$ cat src/rtl/seg_display_ctrl.sv
// seg_display_ctrl: multi-digit seven-segment controller with hex or double-dabble decimal display,
// leading-zero blanking, per-digit blink and overflow dashes.
module seg_display_ctrl #(
  parameter int DATA_W = 8,
  parameter int DIGITS = 3,
  parameter int BLINK_DIV = 25000000
) (
  input  logic                clk,
  input  logic                rst,
  input  logic                load,
  input  logic [DATA_W-1:0]   data,
  input  logic                mode,
  input  logic                blank_lz,
  input  logic                blink_en,
  input  logic [DIGITS-1:0]   blink_mask,
  output logic [7*DIGITS-1:0] hex_segs,
  output logic                busy,
  output logic                done,
  output logic                ovf
);
  localparam int DW = 4*DIGITS;
  localparam int AW = DW + 4;
  localparam int EW = DATA_W > DW ? DATA_W : DW;
  localparam int CW = $clog2(DATA_W + 1);
  localparam int BW = $clog2(BLINK_DIV + 1);
  localparam logic [63:0] MAX_DEC = 64'(10**DIGITS - 1);
  localparam logic [6:0] BLANK = 7'b1111111;
  localparam logic [6:0] DASH = 7'b0111111;
  localparam logic [6:0] GLYPH [16] = '{
    7'b1000000, 7'b1111001, 7'b0100100, 7'b0110000, 7'b0011001, 7'b0010010, 7'b0000010, 7'b1111000,
    7'b0000000, 7'b0010000, 7'b0001000, 7'b0000011, 7'b1000110, 7'b0100001, 7'b0000110, 7'b0001110
  };
  typedef enum logic {IDLE, CONV} state_t;
  state_t state;
  logic [DW-1:0] digs;
  logic [AW-1:0] acc, adj, acc_next;
  logic [DATA_W-1:0] sr;
  logic [CW-1:0] cnt;
  logic [BW-1:0] bcnt;
  logic phase;
  logic [EW-1:0] ext;
  logic [DIGITS-1:0] lz;
  assign ext = EW'(data);
  assign acc_next = (adj << 1) | AW'(sr[DATA_W-1]);
  for (genvar i = 0; i <= DIGITS; i++) begin : g_adj
    assign adj[4*i+:4] = acc[4*i+:4] >= 4'd5 ? acc[4*i+:4] + 4'd3 : acc[4*i+:4];
  end
  // Priority: overflow dash, then blink blank, then leading-zero blank, then glyph
  for (genvar i = 0; i < DIGITS; i++) begin : g_seg
    assign lz[i] = blank_lz && i != 0 && digs[DW-1:4*i] == '0;
    assign hex_segs[7*i+:7] = ovf ? DASH :
                              (blink_en && phase && blink_mask[i]) || lz[i] ? BLANK :
                              GLYPH[digs[4*i+:4]];
  end
  always_ff @(posedge clk or posedge rst)
    if (rst) begin
      state <= IDLE;
      digs <= '0;
      acc <= '0;
      sr <= '0;
      cnt <= '0;
      busy <= 1'b0;
      done <= 1'b0;
      ovf <= 1'b0;
    end else begin
      done <= 1'b0;
      case (state)
        IDLE: if (load) begin
          ovf <= mode ? 64'(data) > MAX_DEC : |(ext >> DW);
          if (mode) begin
            sr <= data;
            acc <= '0;
            cnt <= CW'(DATA_W);
            busy <= 1'b1;
            state <= CONV;
          end else begin
            digs <= ext[DW-1:0];
            done <= 1'b1;
          end
        end
        CONV: begin
          acc <= acc_next;
          sr <= sr << 1;
          cnt <= cnt - CW'(1);
          if (cnt == CW'(1)) begin
            digs <= acc_next[DW-1:0];
            busy <= 1'b0;
            done <= 1'b1;
            state <= IDLE;
          end
        end
      endcase
    end
  always_ff @(posedge clk or posedge rst)
    if (rst) begin
      bcnt <= '0;
      phase <= 1'b0;
    end else if (bcnt == BW'(BLINK_DIV - 1)) begin
      bcnt <= '0;
      phase <= ~phase;
    end else
      bcnt <= bcnt + BW'(1);
endmodule
$ cat config.mk
export PLATFORM = sky130hd
export DESIGN_NAME = seg_display_ctrl
export DESIGN_NICKNAME = d
export VERILOG_FILES = /design/src/rtl/seg_display_ctrl.sv
export SDC_FILE = /design/constraint.sdc
export NUM_CORES = 1
export LEC_CHECK = 0
export ABC_AREA = 1
export BUFFER_PORTS_ARGS = -buffer_cell sky130_fd_sc_hd__buf_2
export CORE_MARGIN = 10
export CORE_UTILIZATION = 40
export DETAILED_ROUTE_END_ITERATION = 10
export PLACE_DENSITY = 0.7
export SETUP_SLACK_MARGIN = 0.02
export SYNTH_ARGS = -nofsm -noshare
export SYNTH_HDL_FRONTEND = slang
export SYNTH_SLANG_ARGS = --single-unit
$ cat constraint.sdc
create_clock -name clk -period 4.15 [get_ports clk]
set_input_delay 0.83 -clock clk [delete_from_list [all_inputs] [get_ports clk]]
set_output_delay 0.83 -clock clk [all_outputs]
set_load 0.02 [all_outputs]
* Yosys cells after proc, flatten, opt, wreduce, memory -nomap -nowiden *
Memory sizes are Yosys's and may differ from the RTL's.
Cells that the tools add are included.

operators by class
  muxes and demuxes = 39
  $add $sub $neg = 6
  eq/ne operators = 6
  magnitude comparators = 7
  bitwise gates (word level) = 6
  reductions and logical operators = 13

operators with widths
  cell                                                                    number
  7-bit 2-to-1 mux                                                        9
  12-bit 2-to-1 mux                                                       3
  16-bit 2-to-1 mux                                                       2
  16-bit one-hot mux with 2 select lines                                  1
  25-bit by 1-bit adder with 25-bit output (second input constant)        1
  25-bit equality test (second input constant)                            1
  25-bit 2-to-1 mux                                                       1
  12-bit one-hot mux with 2 select lines                                  1
  4-bit 2-to-1 mux                                                        5
  4-bit by 3-bit >= comparator with 1-bit output (second input constant)  4
  8-bit 2-to-1 mux                                                        2
  16-bit by 1-bit bitwise OR with 16-bit output                           1
  8-bit one-hot mux with 2 select lines                                   1
  5-bit >= comparator (second input constant)                             3
  4-bit NOT with 5-bit output                                             3
  4-bit by 2-bit adder with 4-bit output (second input constant)          3
  1-bit 2-to-1 mux                                                        9
  8-bit zero test                                                         1
  4-bit one-hot mux with 2 select lines                                   1
  1-bit logical AND                                                       6
  2-bit != test (second input constant)                                   3
  1-bit one-hot mux with 2 select lines                                   3
  3-bit AND reduction                                                     2
  4-bit by 1-bit equality test with 1-bit output (second input constant)  1
  other kinds (8)                                                         10

storage, ports and cells
  memories = 3
  output and inout port bits = 24
  input bits = 17
  flip-flop bits (word level) = 69
  ROM bits = 336

memory list
  name              depth  bits a word  read ports  clocked after Yosys merged registers in  wr ports  line  RTL
  (name not given)  16     7            1           0                                        0         53    GLYPH[digs[4*i+:4]];
  (name not given)  16     7            1           0                                        0         53
  (name not given)  16     7            1           0                                        0         53

* Depth between registers and ports, before layout *
  depth after elaboration = 5
  gate-level depth with buffers = 9

* Least setup slack after synthesis *
OpenSTA, ideal clock, no wires.

  path kind = input to output
  from = in blink_en
  to = out hex_segs[14]
  cell stages on the path = 4
  setup slack = 1732 ps
  arrival time = 1588 ps
  path buffers = 0
  path through = nand2_1 inv_1 a21oi_1 o2111ai_1

on the way
  word-level cells in the longest chain between the ends = 4

RTL lines
  item                            line  RTL
  start: declaration              14    input logic blink_en,
  1-bit logical AND (2 in a row)  52    (blink_en && phase && blink_mask[i]) || lz[i] ? BLANK :
  1-bit logical OR                52
  7-bit 2-to-1 mux                52
  end: declaration                16    output logic [7*DIGITS-1:0] hex_segs,

No other way between the ends.

* Worst setup path in the final report *
  from = reg digs[8]
  to = out hex_segs[19]

on the way
  word-level cells in the longest chain between the ends = 5
  elaborated cells on any way between the ends = 8

RTL lines
  item                                                 line  RTL
  start: declaration                                   35    logic [DW-1:0] digs;
  start signal: assignment                             77    digs <= ext[DW-1:0];
  start signal: assignment                             86    digs <= acc_next[DW-1:0];
  4-bit NOT with 5-bit output (implied by the code)    53
  memory 16 x 7 bit                                    --
  7-bit 2-to-1 mux (implied by the code) (2 in a row)  53
  7-bit 2-to-1 mux (*)                                 52

Mark *: on every way between the ends. The rest lies on a longest branch, timed or not. The select of a mux whose other input is x is not followed.

==> out/results.txt <==
status - finished clean
layout cell share with drive strength beyond 1 - 11.0%
initial antenna violation count - 0
clock-pin slew on the worst setup and hold paths - 0.07 ns
CTS tree - yes
Top delay family on crit path - compound AO/OA/AOI/OAI gates
GRT Total Usage - 12.7%
Synth Net Count - 627
row count - 37
largest net degree at the start of global routing - 36
Hold Crit Class - flop to flop
worst skew pair latency - 0.36 ns
WHS Endpoint - cnt[2]
WL per Instance - 12.0 um
via/cell ratio - 4.89
slowest CP cell - dfrtp_1
busiest grt layer - met2
post-synth cell types - 35
Vias - 3732
reg2reg path depth - 5
clock buffer count from CTS - 9
GP Congestion - 0.915
die area - 0.0150 sq mm
Die Span Y - 122 um
setup TNS - 0 ns
CTS max path bufs - 2
Root Driver - clkbuf_8
Synth Flop Type - dfrtp_1
CP bufs+invs - 3
R2R Setup Slk - 1.78 ns
Sink Count - 65
design area - 0.00464 sq mm
Leakage - 2.36 nW
most numerous cell in the Yosys netlist - nand2_1
Antenna Cells - 0
maximum VDD drop - 366 uV
Setup CP Type - flop to output pin
Commonest cells post-synth - nand2_1 (147), inv_1 (86), nor2_1 (80)
post-synthesis sequential area ratio - 38.7%
P&R area growth vs syn - 10.6%
f_max - 348 MHz
hold path depth - 1
reg2reg start - state
Syn Area/Cell - 7.18 sq um
met2 usage - 20.1%
CP most frequent cell - inv_1
pin slew with the least headroom to its limit - 0.923 ns
unrepaired setup endpoints after global routing - no
met3 GRT Util - 3.81%
Setup Buffers After CTS - 0
Critical Path AT - 2.04 ns
Final period util - 69.2%
Post-synth EDFFs - 0
clk_skew - 0.0104 ns
Worst Path Required - 3.32 ns
Die Width - 122 um
Initial Util - 40.9%
nature of the critical path endpoint - output pin
crit path launch type - flop
post-route minimum period - 2.87 ns
max-slew violation count - 0
first-pass GRT wire length - 15800 um
power per cell area - 653 mW/mm^2
synth top area cells - dfrtp_1 (39%), nand2_1 (13%), inv_1 (7.7%)
first-pass detailed-route iteration total - 7
vias in the first global route - 3545
relative slew slack - 38.5%
DR iter-0 viols - 286
critical-path cell list - inv_1 -> ha_1 -> inv_1 -> nor2_1 -> a21oi_1 -> o2111ai_1 -> buf_2
HPWL Detailed - 6940 um
Core Area - 0.0103 sq mm
#FFs+latches synth - 65
# nets final - 666
Total Routed Length - 9190 um
largest area contributor in the netlist - dfrtp_1
GRT Residual Overflow - 0
post-cts hold buffer count - 0
DRC - 0
CP peak stage delay - 0.39 ns
top cell type's share of synthesized area - 38.7%
RR Endpoint - sr[1]
placed instance area - 0.00449 sq mm
final hold violation count - 0
YS warnings - 0
I/O pins - 41
final setup violation count - 0
max cap viols - 0
crit-path max FO - 7
post_cts resized - 0
Port Buffers - 39
synthesized area - 0.00420 sq mm
H-Tree Depth - 3
Hold Crit Start - cnt[2]
Post-Syn Instances - 585
met1 Track Usage GR - 15.9%
Post-synth ARST share - 100%
Routed Antenna Nets - 0
==> how the worst max path moves through the flow <==
| stage | from | to | slack (ns) | cells after the start |
|---|---|---|---|---|
| after floorplan | rst | acc[0] | 1.69 | 1 |
| after global placement | blink_en | hex_segs[20] | 1.55 | 6 |
| after detailed placement | blink_en | hex_segs[9] | 1.46 | 7 |
| after CTS | digs[8] | hex_segs[19] | 1.28 | 7 |
| after global routing | digs[9] | hex_segs[19] | 0.99 | 7 |
| final | digs[8] | hex_segs[19] | 1.28 | 7 |
==> cells in the final DEF, fill, tap and decap left out, drive strengths merged, types with 2 or more instances in the layout <==
cell     netlist  layout
o21ai         41      41
nand3b         2       2
o211ai        10      10
a21oi         16      16
dfrtp         65      65
o2111ai        4       4
ha            25      25
o22ai          2       2
xnor2          5       5
buf            9      40
clkbuf         3      10
xor2           9       9
a31oi          3       3
nor2          90      90
clkinv         2       5
nand3         45      45
inv           87      87
nor3           4       4
nand2        149     149
nand4          8       8
==> final cells by class <==
type	instances	area (sq um)
clock inverter	4	22.5
tap	136	170
timing repair buffer	40	203
sequential	65	1630
inverter	89	339
multi-input combinational	419	2160
clock buffer	10	128
fill	1046	5630
==> registers in the layout, indices dropped and copies added (netlist names) <==
register and cells:
digs 12, cnt 4, busy 1, acc 12
bcnt 25, state 1, sr 8, phase 1
done 1
==> stage by stage <==
stage          hold slack, ns  util (%)  cells  total power, mW  setup WS, ns
3_3_place_gp            0.471      43.7    749             2.53          1.55
5_1_grt                 0.519      45.2    763             3.32         0.994
6_report                0.492      45.2    763             3.03          1.28
3_5_place_dp            0.477      43.7    749             2.59          1.46
4_1_cts                 0.495      45.2    763             3.04          1.28
2_1_floorplan           0.453         -    585             2.16          1.69
==> kinds of logic after synthesis <==
| kind of cell | count (synthesis) | synth area share (%) |
|---|---|---|
| flip-flops | 65 | 38.7 |
| other | 1 | 0.0893 |
| adder cells (fa/ha/maj) | 25 | 7.45 |
| multiplexers | 1 | 0.238 |
| AND/OR/NAND/NOR | 298 | 29.7 |
| buffers and inverters | 101 | 9.92 |
| AO/OA/AOI/OAI | 80 | 10.9 |
| XOR/XNOR | 14 | 2.92 |
==> per-layer routing <==
metal  vias to the layer above  routed length, um
met3                        17                541
met2                        81               4190
met4                         0                158
li1                       1934                  -
met1                      1700               4300
met5                         -                  0
==> power by group <==
| part | switching, mW | leakage, nW | internal, mW |
|---|---|---|---|
| combinational | 1.04 | 1.46 | 0.541 |
| sequential | 0.199 | 0.823 | 0.812 |
| clock | 0.237 | 0.0778 | 0.206 |
| total | 1.47 | 2.36 | 1.56 |
No activity file was read; power rests on OpenSTA's default activity.
